[config.mk]
export PLATFORM = sky130hd
export DESIGN_NAME = cipher_round_ctrl
export DESIGN_NICKNAME = d
export VERILOG_FILES = /design/src/rtl/cipher_round_ctrl_pkg.sv /design/src/rtl/cipher_round_ctrl_round.sv /design/src/rtl/cipher_round_ctrl.sv
export SDC_FILE = /design/constraint.sdc
export NUM_CORES = 1
export LEC_CHECK = 0
export ABC_AREA = 0
export BUFFER_PORTS_ARGS = -buffer_cell sky130_fd_sc_hd__buf_2
export CAP_MARGIN = 0
export CORE_MARGIN = 10
export CORE_UTILIZATION = 25
export DETAILED_ROUTE_END_ITERATION = 7
export MAX_ROUTING_LAYER = met4
export PLACE_DENSITY_LB_ADDON = 0.12
export SLEW_MARGIN = 20
export SYNTH_ARGS = -nofsm -noshare
export SYNTH_HDL_FRONTEND = slang
export SYNTH_SLANG_ARGS = --single-unit
export TNS_END_PERCENT = 50
[constraint.sdc]
create_clock -name clk -period 4.4 [get_ports clk]
set_input_delay 0.88 -clock clk [delete_from_list [all_inputs] [get_ports clk]]
set_output_delay 0.88 -clock clk [all_outputs]
set_load 0.005 [all_outputs]
[src/rtl/cipher_round_ctrl_pkg.sv]
// Shared AES-128 cipher definitions for the round controller.
// Holds the state and round-key types, the round count, the FSM state encoding,
// the S-box table and the round transforms used by the round datapath.
// The state is a packed 4x4 byte array. Byte k of a 128-bit block (bits [127-8k -: 8])
// is column k/4, row k%4. It is stored at packed index [3-k/4][3-k%4], so a 128-bit
// block assigns straight into the state without any reordering.
package cipher_round_ctrl_pkg;

   localparam int unsigned Nr = 10;
   localparam int unsigned Nb = 4;

   typedef logic [3:0][3:0][7:0] state_t;
   typedef logic [127:0]         rkey_t;

   typedef enum logic [2:0] {
      StIdle,
      StLoad,
      StRound,
      StFinal,
      StDone
   } fsm_state_e;

   localparam logic [7:0] Sbox [256] = '{
      8'h63, 8'h7c, 8'h77, 8'h7b, 8'hf2, 8'h6b, 8'h6f, 8'hc5,
      8'h30, 8'h01, 8'h67, 8'h2b, 8'hfe, 8'hd7, 8'hab, 8'h76,
      8'hca, 8'h82, 8'hc9, 8'h7d, 8'hfa, 8'h59, 8'h47, 8'hf0,
      8'had, 8'hd4, 8'ha2, 8'haf, 8'h9c, 8'ha4, 8'h72, 8'hc0,
      8'hb7, 8'hfd, 8'h93, 8'h26, 8'h36, 8'h3f, 8'hf7, 8'hcc,
      8'h34, 8'ha5, 8'he5, 8'hf1, 8'h71, 8'hd8, 8'h31, 8'h15,
      8'h04, 8'hc7, 8'h23, 8'hc3, 8'h18, 8'h96, 8'h05, 8'h9a,
      8'h07, 8'h12, 8'h80, 8'he2, 8'heb, 8'h27, 8'hb2, 8'h75,
      8'h09, 8'h83, 8'h2c, 8'h1a, 8'h1b, 8'h6e, 8'h5a, 8'ha0,
      8'h52, 8'h3b, 8'hd6, 8'hb3, 8'h29, 8'he3, 8'h2f, 8'h84,
      8'h53, 8'hd1, 8'h00, 8'hed, 8'h20, 8'hfc, 8'hb1, 8'h5b,
      8'h6a, 8'hcb, 8'hbe, 8'h39, 8'h4a, 8'h4c, 8'h58, 8'hcf,
      8'hd0, 8'hef, 8'haa, 8'hfb, 8'h43, 8'h4d, 8'h33, 8'h85,
      8'h45, 8'hf9, 8'h02, 8'h7f, 8'h50, 8'h3c, 8'h9f, 8'ha8,
      8'h51, 8'ha3, 8'h40, 8'h8f, 8'h92, 8'h9d, 8'h38, 8'hf5,
      8'hbc, 8'hb6, 8'hda, 8'h21, 8'h10, 8'hff, 8'hf3, 8'hd2,
      8'hcd, 8'h0c, 8'h13, 8'hec, 8'h5f, 8'h97, 8'h44, 8'h17,
      8'hc4, 8'ha7, 8'h7e, 8'h3d, 8'h64, 8'h5d, 8'h19, 8'h73,
      8'h60, 8'h81, 8'h4f, 8'hdc, 8'h22, 8'h2a, 8'h90, 8'h88,
      8'h46, 8'hee, 8'hb8, 8'h14, 8'hde, 8'h5e, 8'h0b, 8'hdb,
      8'he0, 8'h32, 8'h3a, 8'h0a, 8'h49, 8'h06, 8'h24, 8'h5c,
      8'hc2, 8'hd3, 8'hac, 8'h62, 8'h91, 8'h95, 8'he4, 8'h79,
      8'he7, 8'hc8, 8'h37, 8'h6d, 8'h8d, 8'hd5, 8'h4e, 8'ha9,
      8'h6c, 8'h56, 8'hf4, 8'hea, 8'h65, 8'h7a, 8'hae, 8'h08,
      8'hba, 8'h78, 8'h25, 8'h2e, 8'h1c, 8'ha6, 8'hb4, 8'hc6,
      8'he8, 8'hdd, 8'h74, 8'h1f, 8'h4b, 8'hbd, 8'h8b, 8'h8a,
      8'h70, 8'h3e, 8'hb5, 8'h66, 8'h48, 8'h03, 8'hf6, 8'h0e,
      8'h61, 8'h35, 8'h57, 8'hb9, 8'h86, 8'hc1, 8'h1d, 8'h9e,
      8'he1, 8'hf8, 8'h98, 8'h11, 8'h69, 8'hd9, 8'h8e, 8'h94,
      8'h9b, 8'h1e, 8'h87, 8'he9, 8'hce, 8'h55, 8'h28, 8'hdf,
      8'h8c, 8'ha1, 8'h89, 8'h0d, 8'hbf, 8'he6, 8'h42, 8'h68,
      8'h41, 8'h99, 8'h2d, 8'h0f, 8'hb0, 8'h54, 8'hbb, 8'h16
   };

   // Multiply by x in GF(2^8) modulo x^8 + x^4 + x^3 + x + 1.
   function automatic logic [7:0] xtime(logic [7:0] b);
      return {b[6:0], 1'b0} ^ (b[7] ? 8'h1b : 8'h00);
   endfunction

   function automatic state_t sub_bytes(state_t s);
      state_t o;
      o = '0;
      for (int i = 0; i < int'(Nb); i++) begin
         for (int j = 0; j < 4; j++) begin
            o[2'(i)][2'(j)] = Sbox[s[2'(i)][2'(j)]];
         end
      end
      return o;
   endfunction

   // Row r rotates left by r columns: out(col c, row r) = in(col (c+r)%4, row r).
   function automatic state_t shift_rows(state_t s);
      state_t o;
      o = '0;
      for (int c = 0; c < int'(Nb); c++) begin
         for (int r = 0; r < 4; r++) begin
            o[2'(3 - c)][2'(3 - r)] = s[2'(3 - ((c + r) % 4))][2'(3 - r)];
         end
      end
      return o;
   endfunction

   function automatic state_t mix_columns(state_t s);
      state_t     o;
      logic [7:0] a0, a1, a2, a3;
      o = '0;
      for (int c = 0; c < int'(Nb); c++) begin
         // Row 0 of a column sits at the highest packed index.
         a0 = s[2'(3 - c)][3];
         a1 = s[2'(3 - c)][2];
         a2 = s[2'(3 - c)][1];
         a3 = s[2'(3 - c)][0];
         o[2'(3 - c)][3] = xtime(a0) ^ xtime(a1) ^ a1 ^ a2 ^ a3;
         o[2'(3 - c)][2] = a0 ^ xtime(a1) ^ xtime(a2) ^ a2 ^ a3;
         o[2'(3 - c)][1] = a0 ^ a1 ^ xtime(a2) ^ xtime(a3) ^ a3;
         o[2'(3 - c)][0] = xtime(a0) ^ a0 ^ a1 ^ a2 ^ xtime(a3);
      end
      return o;
   endfunction

   function automatic state_t add_round_key(state_t s, rkey_t k);
      return s ^ k;
   endfunction

endpackage

[src/rtl/cipher_round_ctrl_round.sv]
// One AES encryption round, purely combinational (the cipherRound block).
// Ports:
//   i_state - current cipher state
//   i_key   - round key applied by AddRoundKey
//   i_final - 1 for the last round, which skips MixColumns
//   o_state - state after SubBytes, ShiftRows, [MixColumns], AddRoundKey
module cipher_round_ctrl_round
   import cipher_round_ctrl_pkg::*;
(
   input  state_t i_state,
   input  rkey_t  i_key,
   input  logic   i_final,
   output state_t o_state
);

   state_t w_sub;
   state_t w_shift;
   state_t w_mix;

   assign w_sub   = sub_bytes(i_state);
   assign w_shift = shift_rows(w_sub);
   assign w_mix   = i_final ? w_shift : mix_columns(w_shift);
   assign o_state = add_round_key(w_mix, i_key);

endmodule

[src/rtl/cipher_round_ctrl.sv]
// Iterative AES-128 encryption controller: one round per clock.
// The round keys come from an external synchronous key store, so each round key is
// requested one cycle before the round that consumes it. The latency from accept to
// out_valid is fixed at 12 cycles.
// Ports:
//   clk, rst             - rising-edge clock, asynchronous active-high reset
//   in_valid/in_ready    - plaintext handshake, in_ready high only when idle
//   in_data              - plaintext block
//   rk_addr/rk_data      - round-key index out, key back one cycle later
//   out_valid/out_ready  - ciphertext handshake, held under back-pressure
//   out_data             - ciphertext, which is always the state register
//   busy                 - high whenever not idle
module cipher_round_ctrl
   import cipher_round_ctrl_pkg::*;
#(
   parameter int unsigned NR = Nr  // only 10 is supported
) (
   input  logic         clk,
   input  logic         rst,
   input  logic         in_valid,
   output logic         in_ready,
   input  logic [127:0] in_data,
   output logic [3:0]   rk_addr,
   input  logic [127:0] rk_data,
   output logic         out_valid,
   input  logic         out_ready,
   output logic [127:0] out_data,
   output logic         busy
);

   fsm_state_e r_fsm;
   logic [3:0] r_rnd;
   state_t     r_state;
   logic       r_in_ready;
   logic       r_out_valid;
   logic       r_busy;
   logic [3:0] r_rk_addr;

   state_t     w_round_state;
   logic       w_final;

   assign w_final = (r_fsm == StFinal);

   cipher_round_ctrl_round u_round (
      .i_state (r_state),
      .i_key   (rk_data),
      .i_final (w_final),
      .o_state (w_round_state)
   );

   // All outputs are registered. Each one is set on the transition into the state
   // where it must hold. rk_addr is the key index that the next state consumes.
   always_ff @(posedge clk or posedge rst) begin
      if (rst) begin
         r_fsm       <= StIdle;
         r_rnd       <= '0;
         r_state     <= '0;
         r_in_ready  <= 1'b1;
         r_out_valid <= 1'b0;
         r_busy      <= 1'b0;
         r_rk_addr   <= '0;
      end else begin
         unique case (r_fsm)
            StIdle: begin
               if (in_valid) begin
                  r_state    <= in_data;
                  r_rnd      <= '0;
                  r_fsm      <= StLoad;
                  r_in_ready <= 1'b0;
                  r_busy     <= 1'b1;
                  r_rk_addr  <= 4'd1;
               end
            end
            StLoad: begin
               // Initial AddRoundKey with key 0.
               r_state   <= add_round_key(r_state, rk_data);
               r_rnd     <= 4'd1;
               r_fsm     <= StRound;
               r_rk_addr <= 4'd2;
            end
            StRound: begin
               r_state <= w_round_state;
               r_rnd   <= r_rnd + 4'd1;
               if (r_rnd == 4'(NR - 1)) begin
                  r_fsm     <= StFinal;
                  r_rk_addr <= 4'd0;
               end else begin
                  r_rk_addr <= r_rnd + 4'd2;
               end
            end
            StFinal: begin
               r_state     <= w_round_state;
               r_fsm       <= StDone;
               r_out_valid <= 1'b1;
            end
            StDone: begin
               if (out_ready) begin
                  r_fsm       <= StIdle;
                  r_out_valid <= 1'b0;
                  r_busy      <= 1'b0;
                  r_in_ready  <= 1'b1;
               end
            end
            default: begin
               r_fsm       <= StIdle;
               r_in_ready  <= 1'b1;
               r_out_valid <= 1'b0;
               r_busy      <= 1'b0;
               r_rk_addr   <= '0;
            end
         endcase
      end
   end

   assign in_ready  = r_in_ready;
   assign out_valid = r_out_valid;
   assign busy      = r_busy;
   assign rk_addr   = r_rk_addr;
   assign out_data  = r_state;

endmodule

==> flow_summary.toml, run 1 <==
[critical_path]
cpMostUsedCell = "a31oi_1"
critPathBufInv = 1
cpLargestDelayFamily = "simple AND/OR/NAND/NOR gates"
worstPathArrival_ns = 3.83
critPathMaxFanout = 35
path_cells = "buf_4 -> ha_1 -> nor2b_1 -> a221oi_1 -> a21oi_1 -> a31oi_1 -> o21a_1 -> or4_1 -> a31oi_1"
path_class = "flip-flop to flip-flop"
cp_slowest_cell = "ha_1"
critPathMaxStageDelay_ns = 0.62
cp-end-kind = "flip-flop"
worstPathRequired_ns = 4.79
worstSetupStartpointType = "flip-flop"

[synthesis]
avgSynthCellArea_sq_um = 7.353
ys_types = 74
synth_flop_cell = "dfrtp_1"
synth_cells = 1545
synth_top_area_frac = 0.3106
yosys.area.top_type = "dfrtp_1"
yosys-top-cells-area = "dfrtp_1, nand3_1, o21ai_0"
synth-seq-area-share = 0.3129
synthArstFlopShare = 1.000
syn_area_sq_um = 11360
synth-edff-count = 0
ys_warn_count = 0
syn-num-nets = 1823
synth.ff_latch_count = 142

[clock_network]
cts_resized = 0
clk_latency_ns = 0.48
htreeDepth = 4
postCtsSetupBuffers = 0
cts_tree = "yes"
cts_sinks = 142
cts_root_buf = "clkbuf_16"
cts_buffers = 17
holdBufCountCts = 0
cts_max_path_buffers = 2
clkTransAtPathRegs_ns = 0.06

[placed_design]
placed_area_sq_um = 13820
portBuffers = 394
pre_cts_slack_ns = 1.095
hpwl_microns = 44600
gp_congestion = 0.9960

[timing]
final.setup.worst_slack_ns = 0.9596
hold_viol_final = 0
max_slew_margin = 0.3809
min_period_ns = 3.440
slew_viol_final = 0
rsz0062_at_grt = "no"
finalSetupViolations = 0
fin_worst_skew_ns = 0.01379
max_freq_mhz = 290.7
tns_ns = 0
worstMarginPinSlew_ns = 0.9267
post-route-period-util = 0.7819

[detailed_routing]
dr_wl_met3_microns = 5590
drtAntennaViolNets = 0
drcViolationCount = 0
vias = 13740
totalWireLength_microns = 61230
drt_pass1_iterations = 5
routed-wl-met2_microns = 28290
first_iter_violations = 1320
top_layer_used = "met4"
via_per_inst = 5.579
wl_per_cell_microns = 24.86
wl_met1_microns = 25590

[flow_run]
cap_violations = 0

[cells_and_area]
fillers = 4933
final_area_sq_um = 14410
finalNetCount = 2121
final_cell_mix = "buf_2, nand3_1, o21ai_0"
regArea_sq_um = 3561
multi_input_area_sq_um = 7086
drive_gt1_frac = 0.2689
synthToLayoutAreaGrowth_pct = 26.88
final_common_cell = "buf_2"

[power]
p_leak_nw = 6.576
p_total_mw = 11.73
p_per_area_nw_per_um2 = 814.0
ir_worst_vdd_v = 0.0005326

[global_route]
grt_first_pass_wirelength_microns = 88210
grt_max_degree = 112
globalRouteOverflowTotal = 0
grt_pass1_vias = 13190
antenna_found_initial = 7
grtUsageTotal = 0.2204

[status]
status = "complete, no violations"

[floorplan]
core_sq_um = 45190
die_area_sq_um = 54370
chipWidth_microns = 233.2
die_height_microns = 233.2
pin_count = 395
start_util = 0.2514
rows = 78

[worst_hold_path]
hold_path.class = "flip-flop to flip-flop"
==> path summary, 6_finish.rpt <==
path / startpoint / slack (ns) / cells after the start / end
min in group asynchronous: rst / 0.51 / 2 / out_data[80]
setup reg to reg: out_data[33] / 0.96 / 9 / out_data[5]
max in group asynchronous: rst / 2.90 / 3 / out_data[35]
hold / removal: in_ready / 0.50 / 2 / in_ready
setup / recovery: out_data[33] / 0.96 / 9 / out_data[5]
hold reg to reg: in_ready / 0.50 / 2 / in_ready
==> cells in the mapped netlist, types with 20 or more instances <==
cell and number:
nand2b_1 25, nor2_1 159, nand3_1 306, inv_1 20, nand2_1 155, clkbuf_1 94
nor3_1 32, o21ai_0 164, dfrtp_1 141, buf_2 31, mux2i_1 29, a21oi_1 58
==> where the power goes <==
| group | internal [mW] | switching [mW] |
|---|---|---|
| Sequential | 1.95 | 0.648 |
| Combinational | 2.68 | 4.98 |
| Clock | 0.798 | 0.676 |
| Total | 5.43 | 6.31 |
==> worst reg2reg max path, cell delays in order, from the launching register on <==
cell and delay, ns:
dfrtp_1 0.34, buf_4 0.41, ha_1 0.63, nor2b_1 0.55, a221oi_1 0.20, a21oi_1 0.22, a31oi_1 0.09, o21a_1 0.23
or4_1 0.50, a31oi_1 0.17
==> sequential cells by signal (all words and copies together), names as in the netlist <==
signal and cells:
out_valid 1, r_fsm 3, busy 1, rk_addr 4, in_ready 1, r_rnd 4
out_data 128
==> routing by layer <==
layer,global-route usage,up-vias
li1,-,6251
met1,0.2763,6738
met2,0.3360,667
met3,0.05897,85
met4,0.07750,0
met5,-,-
==> through the flow <==
step	std cells	hold slack [ns]	util
2_1_floorplan	1545	0.4805	-
3_3_place_gp	2424	0.4833	0.3059
3_5_place_dp	2424	0.4806	0.3059
4_1_cts	2456	0.5009	0.3186
5_1_grt	2463	0.5262	0.3190
6_report	2463	0.4967	0.3190
==> cells by family (layout without fill, tap and decap cells) <==
logic type               after synthesis  in the layout  synth area share
AND/OR/NAND/NOR                      754            754            0.3131
AO/OA/AOI/OAI                        400            400            0.2283
buffers and inverters                174            485           0.06686
flip-flops                           142            142            0.3129
multiplexers                          42             42           0.04736
adder cells (fa/ha/maj)               18             18           0.01983
XOR/XNOR                              15             15           0.01156
other                                  0              7                 0
==> final cells by class <==
cell class,instances,area share
Antenna cell,7,0.001215
Clock buffer,18,0.03047
Clock inverter,14,0.009115
Inverter,21,0.005730
Multi-Input combinational cell,1229,0.4916
Sequential cell,142,0.2471
Tap cell,600,0.05209
Timing Repair Buffer,432,0.1627
(Power assumes the default switching activity.)
==> run 2: changes to the inputs <==
--- a/config.mk
+++ b/config.mk
@@ -5,7 +5,7 @@
 export SDC_FILE = /design/constraint.sdc
 export NUM_CORES = 1
 export LEC_CHECK = 0
-export ABC_AREA = 0
+export ABC_AREA = 1
 export BUFFER_PORTS_ARGS = -buffer_cell sky130_fd_sc_hd__buf_2
 export CAP_MARGIN = 0
 export CORE_MARGIN = 10
==> constraint.sdc (replaced) <==
create_clock -name clk -period 3.1 [get_ports clk]
set_input_delay 0.62 -clock clk [delete_from_list [all_inputs] [get_ports clk]]
set_output_delay 0.62 -clock clk [all_outputs]
set_load 0.005 [all_outputs]
==> run 2 against run 1 <==
Effect of this change: worst setup slack got worse by 0.43 ns; clock skew barely moved; core utilization rose by 0.61 points; global-route usage down 0.19 points; cell count is 2.0% higher; clock-buffer cell count is 1 higher; sequential share of layout area rose by 0.75 points; via count fell by 1.1%; largest cell class unchanged.
==> flow_summary.toml, run 2 <==
[status]
status = "complete, no violations"

[detailed_routing]
wl_per_cell_microns = 22.81
drcViolationCount = 0
drtAntennaViolNets = 0
vias = 13590
first_iter_violations = 1292
drt_pass1_iterations = 6
totalWireLength_microns = 57290
via_per_inst = 5.411

[critical_path]
critPathMaxStageDelay_ns = 0.43
critPathCapture = "out_data[3]"
cp_slowest_cell = "dfrtp_1"
critPathMaxFanout = 11
worstPathRequired_ns = 3.50
rr_worst_depth = 15
cpMostUsedCell = "nand2_1"
r2r_setup_slack_ns = 0.53
cpLargestDelayFamily = "simple AND/OR/NAND/NOR gates"
cp_num_cells = 15
cp-end-kind = "flip-flop"
path_class = "flip-flop to flip-flop"
crit_start = "out_data[32]"
worstSetupStartpointType = "flip-flop"
reg2reg_to = "out_data[3]"
critPathBufInv = 1
path_cells = "inv_2 -> ha_1 -> nand2_2 -> nand2_1 -> nor2_1 -> nor2_1 -> nand2_1 -> nand3_1 -> nand2_1 -> nand2_1 -> nand2_1 -> nand2_1 -> nand2_1 -> nand3_1 -> a21oi_1"
r2r-start = "out_data[32]"
worstPathArrival_ns = 2.97

[timing]
max_freq_mhz = 388.5
tns_ns = 0
max_slew_margin = 0.5167
finalSetupViolations = 0
post-route-period-util = 0.8304
hold_ws_ns = 0.2505
worstMarginPinSlew_ns = 0.7234
rsz0062_at_grt = "no"
min_period_ns = 2.574
hold_viol_final = 0
fin_worst_skew_ns = 0.01370
slew_viol_final = 0
final.setup.worst_slack_ns = 0.5257

[clock_network]
htreeDepth = 4
cts_resized = 0
cts_buffers = 17
cts_sinks = 142
clk_latency_ns = 0.48
cts_root_buf = "clkbuf_16"
holdBufCountCts = 0
cts_tree = "yes"
cts_max_path_buffers = 2
postCtsSetupBuffers = 0
clkTransAtPathRegs_ns = 0.07

[synthesis]
synth-edff-count = 0
yosys-top-cells-area = "dfrtp_1, nand3_1, a21oi_1"
synth_flop_cell = "dfrtp_1"
synth_top_area_frac = 0.3258
ys_types = 44
syn_area_sq_um = 10830
avgSynthCellArea_sq_um = 6.854
synth-seq-area-share = 0.3282
synthArstFlopShare = 1.000
ys_warn_count = 0
yosys.area.top_type = "dfrtp_1"
yosysMostFrequentCell = "nand2_1"
synth.ff_latch_count = 142
syn-num-nets = 1858
synth_cells = 1580
synth_common_cells = "nand2_1, nand3_1, a21oi_1, o21ai_0, dfrtp_1"

[placed_design]
hpwl_microns = 41140
placed_area_sq_um = 13350
pre_cts_slack_ns = 0.6351
portBuffers = 394
gp_congestion = 1.027
placed_cells_incl_taps = 2468

[floorplan]
pin_count = 395
die_height_microns = 228.1
start_util = 0.2520
chipWidth_microns = 228.1
core_sq_um = 42980
die_area_sq_um = 52040
rows = 76

[cells_and_area]
final_area_sq_um = 13970
largest_reg_flops = 128
final_cell_mix = "buf_2, nand2_1, nand3_1"
drive_gt1_frac = 0.2554
final_common_cell = "buf_2"
finalNetCount = 2180
stdcell_count = 2512
synthToLayoutAreaGrowth_pct = 29.04

[global_route]
grt_first_pass_wirelength_microns = 85950
grtUsageTotal = 0.2184
grt_max_degree = 110
grt_pass1_vias = 13620
antenna_found_initial = 12
globalRouteOverflowTotal = 0

[flow_run]
cap_violations = 0

[power]
p_leak_nw = 6.633
ir_worst_vdd_v = 0.0006028
p_per_area_nw_per_um2 = 1300

[worst_hold_path]
hold_path.class = "input port to async pin"
==> run 2: cells by family (layout without fill, tap and decap cells) <==
family	Yosys count	count (layout)	share of synthesized area
xor gates and xnor gates	9	9	0.007279
DFF	142	142	0.3282
adders and majority gates	18	18	0.02080
AOI/OAI and AO/OA	523	523	0.2826
and+or+nand+nor	701	701	0.2854
other	0	12	0
buffers and inverters	187	522	0.07568
==> run 2: per-layer routing <==
metal | wire length, microns | GRT usage | share of wire | vias up
met2 | 27000 | 0.3418 | 0.47 | 691
met5 | 0 | - | 0 | -
met1 | 23190 | 0.2594 | 0.40 | 6545
met3 | 5213 | 0.06801 | 0.091 | 118
met4 | 1889 | 0.08207 | 0.033 | 0
li1 | - | - | - | 6238
==> run 2: final cells by class <==
class                           instances  area, sq um
Fill cell                            4779        29010
Multi-Input combinational cell       1251         6477
Sequential cell                       142         3557
Timing Repair Buffer                  431         2350
Tap cell                              585        732.0
Clock buffer                           19        442.9
Inverter                               59        231.5
Clock inverter                         13        152.6
Antenna cell                           12        30.03
==> run 2: worst min-delay path by stage <==
stage / startpoint / endpoint / slack, ns / depth (start not counted)
2_1_floorplan: in_ready / in_ready / 0.47 / 2
3_5_place_dp: rk_addr[3] / rk_addr[3] / 0.48 / 2
3_3_place_gp: rk_addr[3] / rk_addr[3] / 0.47 / 2
6_report: rst / out_data[23] / 0.25 / 2
5_1_grt: rst / out_data[23] / 0.29 / 2
4_1_cts: rst / out_data[102] / 0.27 / 2
==> run 2: worst register-to-register path: stages, from the launching register on <==
cell	delay [ns]
dfrtp_1	0.43
inv_2	0.20
ha_1	0.33
nand2_2	0.31
nand2_1	0.12
nor2_1	0.26
nor2_1	0.07
nand2_1	0.11
nand3_1	0.12
nand2_1	0.12
nand2_1	0.05
nand2_1	0.07
nand2_1	0.06
nand2_1	0.05
nand3_1	0.06
a21oi_1	0.14
==> run 2: through the flow <==
| step | power (mW) | utilization |
|---|---|---|
| 2_1_floorplan | 11.37 | - |
| 3_3_place_gp | 15.90 | 0.3106 |
| 3_5_place_dp | 15.87 | 0.3106 |
| 4_1_cts | 18.18 | 0.3244 |
| 5_1_grt | 19.75 | 0.3251 |
| 6_report | 18.16 | 0.3251 |
==> run 2: power by group <==
group / internal [mW] / switching [mW] / leakage (nW)
combinational: 4.05 / 8.26 / 4.66
sequential: 2.87 / 0.760 / 1.69
clock: 1.22 / 0.991 / 0.282
total: 8.15 / 10.0 / 6.63
==> run 3: changes to the inputs <==
==> constraint.sdc (replaced) <==
create_clock -name clk -period 2.6 [get_ports clk]
set_input_delay 0.52 -clock clk [delete_from_list [all_inputs] [get_ports clk]]
set_output_delay 0.52 -clock clk [all_outputs]
set_load 0.005 [all_outputs]
==> run 3 against run 2 <==
Effect of this change: worst hold slack better by 0.070 ns; clock skew up 0.0030 ns; clock power up 15%; critical path type unchanged; via count up 0.13%; sequential cell count unchanged; cell area up 1.8%; routed wire length up 3.3%.
==> flow_summary.toml, run 3 (synthesis results as in run 2) <==
[status]
status = "complete, no violations"

[timing]
fin_worst_skew_ns = 0.01666
min_period_ns = 2.435
tns_ns = 0
worstMarginPinSlew_ns = 0.8506
hold_viol_final = 0
rsz0062_at_grt = "no"
max_freq_mhz = 410.8
slew_viol_final = 0
post-route-period-util = 0.9364
finalSetupViolations = 0
max_slew_margin = 0.4329

[critical_path]
cp-end-kind = "flip-flop"
rr_worst_depth = 11
worstSetupStartpointType = "flip-flop"
cp_slowest_cell = "dfrtp_1"
path_cells = "buf_4 -> ha_1 -> nand2_1 -> nand3_1 -> nand3_1 -> nand3_1 -> nand3_1 -> nand3_1 -> nand3_1 -> nand3_1 -> a21oi_1"
critPathMaxFanout = 11
cpMostUsedCell = "nand3_1"
worstPathRequired_ns = 2.99
worstPathArrival_ns = 2.83
critPathMaxStageDelay_ns = 0.41
path_class = "flip-flop to flip-flop"

[floorplan]
rows = 76
start_util = 0.2520
chipWidth_microns = 228.1
core_sq_um = 42980
pin_count = 395
die_height_microns = 228.1
die_area_sq_um = 52040

[detailed_routing]
drcViolationCount = 0
via_per_inst = 5.358
drt_pass1_iterations = 5
totalWireLength_microns = 59210
first_iter_violations = 1432
vias = 13610
drtAntennaViolNets = 0
wl_per_cell_microns = 23.31

[power]
p_leak_nw = 6.778
p_per_area_nw_per_um2 = 1562
p_total_mw = 22.22
ir_worst_vdd_v = 0.0006525

[worst_hold_path]
hold_path.class = "input port to flip-flop"
whs_path_depth = 3

[cells_and_area]
final_cell_mix = "buf_2, nand2_1, nand3_1"
largest_reg_flops = 128
synthToLayoutAreaGrowth_pct = 31.37
finalNetCount = 2206
stdcell_count = 2540
final_area_sq_um = 14230
drive_gt1_frac = 0.2658
final_common_cell = "buf_2"

[placed_design]
placed_cells_incl_taps = 2493
gp_congestion = 0.9896
hpwl_microns = 42970
portBuffers = 394
placed_area_sq_um = 13600

[global_route]
globalRouteOverflowTotal = 0
grtUsageTotal = 0.2269
grt_first_pass_wirelength_microns = 88800
grt_pass1_vias = 13660
grt_max_degree = 94
antenna_found_initial = 14

[clock_network]
cts_buffers = 17
cts_sinks = 142
clk_latency_ns = 0.48
clkTransAtPathRegs_ns = 0.08
cts_max_path_buffers = 2
postCtsSetupBuffers = 0
cts_root_buf = "clkbuf_16"
cts_tree = "yes"
htreeDepth = 4

[flow_run]
cap_violations = 0
run 3: stage by stage:
step	util	setup WS, ns	hold WS [ns]
after floorplan	-	0.3037	0.4719
after global placement	0.3164	0.2208	0.4783
after detailed placement	0.3164	0.2598	0.4776
after CTS	0.3301	0.2202	0.2785
after global routing	0.3310	0.001305	0.3047
final	0.3310	0.1654	0.3205
run 3: area by class of cell:
class | instances | area, sq um
Fill cell | 4856 | 28760
Timing Repair Buffer | 457 | 2610
Multi-Input combinational cell | 1251 | 6480
Inverter | 59 | 231.5
Tap cell | 585 | 732.0
Sequential cell | 142 | 3557
Clock buffer | 19 | 452.9
Clock inverter | 13 | 127.6
Antenna cell | 14 | 35.03
run 3: repair_timing:
action / CTS / global route
hold endpoints to repair: 6 / 0
endpoints found under the setup margin: 0 / 1
hold buffers: 1 / 0
resized for setup: 0 / 1
run 3: final timing paths:
| kind | startpoint | endpoint | slack, ns |
|---|---|---|---|
| setup / recovery | out_data[33] | out_data[0] | 0.17 |
| setup reg to reg | out_data[33] | out_data[0] | 0.17 |
| hold reg to reg | in_ready | in_ready | 0.50 |
| min in group asynchronous | rst | out_data[69] | 0.54 |
| hold / removal | in_data[32] | out_data[32] | 0.32 |
| max in group asynchronous | rst | out_data[5] | 1.23 |
run 3: layer usage:
| metal | GRT usage | part of all wire | vias to the layer above |
|---|---|---|---|
| met5 | - | 0 | - |
| met2 | 0.3576 | 0.47 | 629 |
| li1 | - | - | 6285 |
| met1 | 0.2705 | 0.41 | 6587 |
| met4 | 0.09269 | 0.033 | 0 |
| met3 | 0.06118 | 0.080 | 109 |
run 3: power by group:
part	total [mW]	internal, mW	switching [mW]
logic	15.3	5.22	10.1
registers	4.34	3.43	0.915
clock network	2.55	1.38	1.16
total	22.2	10.0	12.2
run 3: worst max-delay path, delay by kind of cell, from the launching register on:
family,cells,cell delay (ns)
AO/OA/AOI/OAI,1,0.13
adder cells (fa/ha/maj),1,0.26
buffers and inverters,1,0.19
flip-flops,1,0.41
AND/OR/NAND/NOR,8,1.35
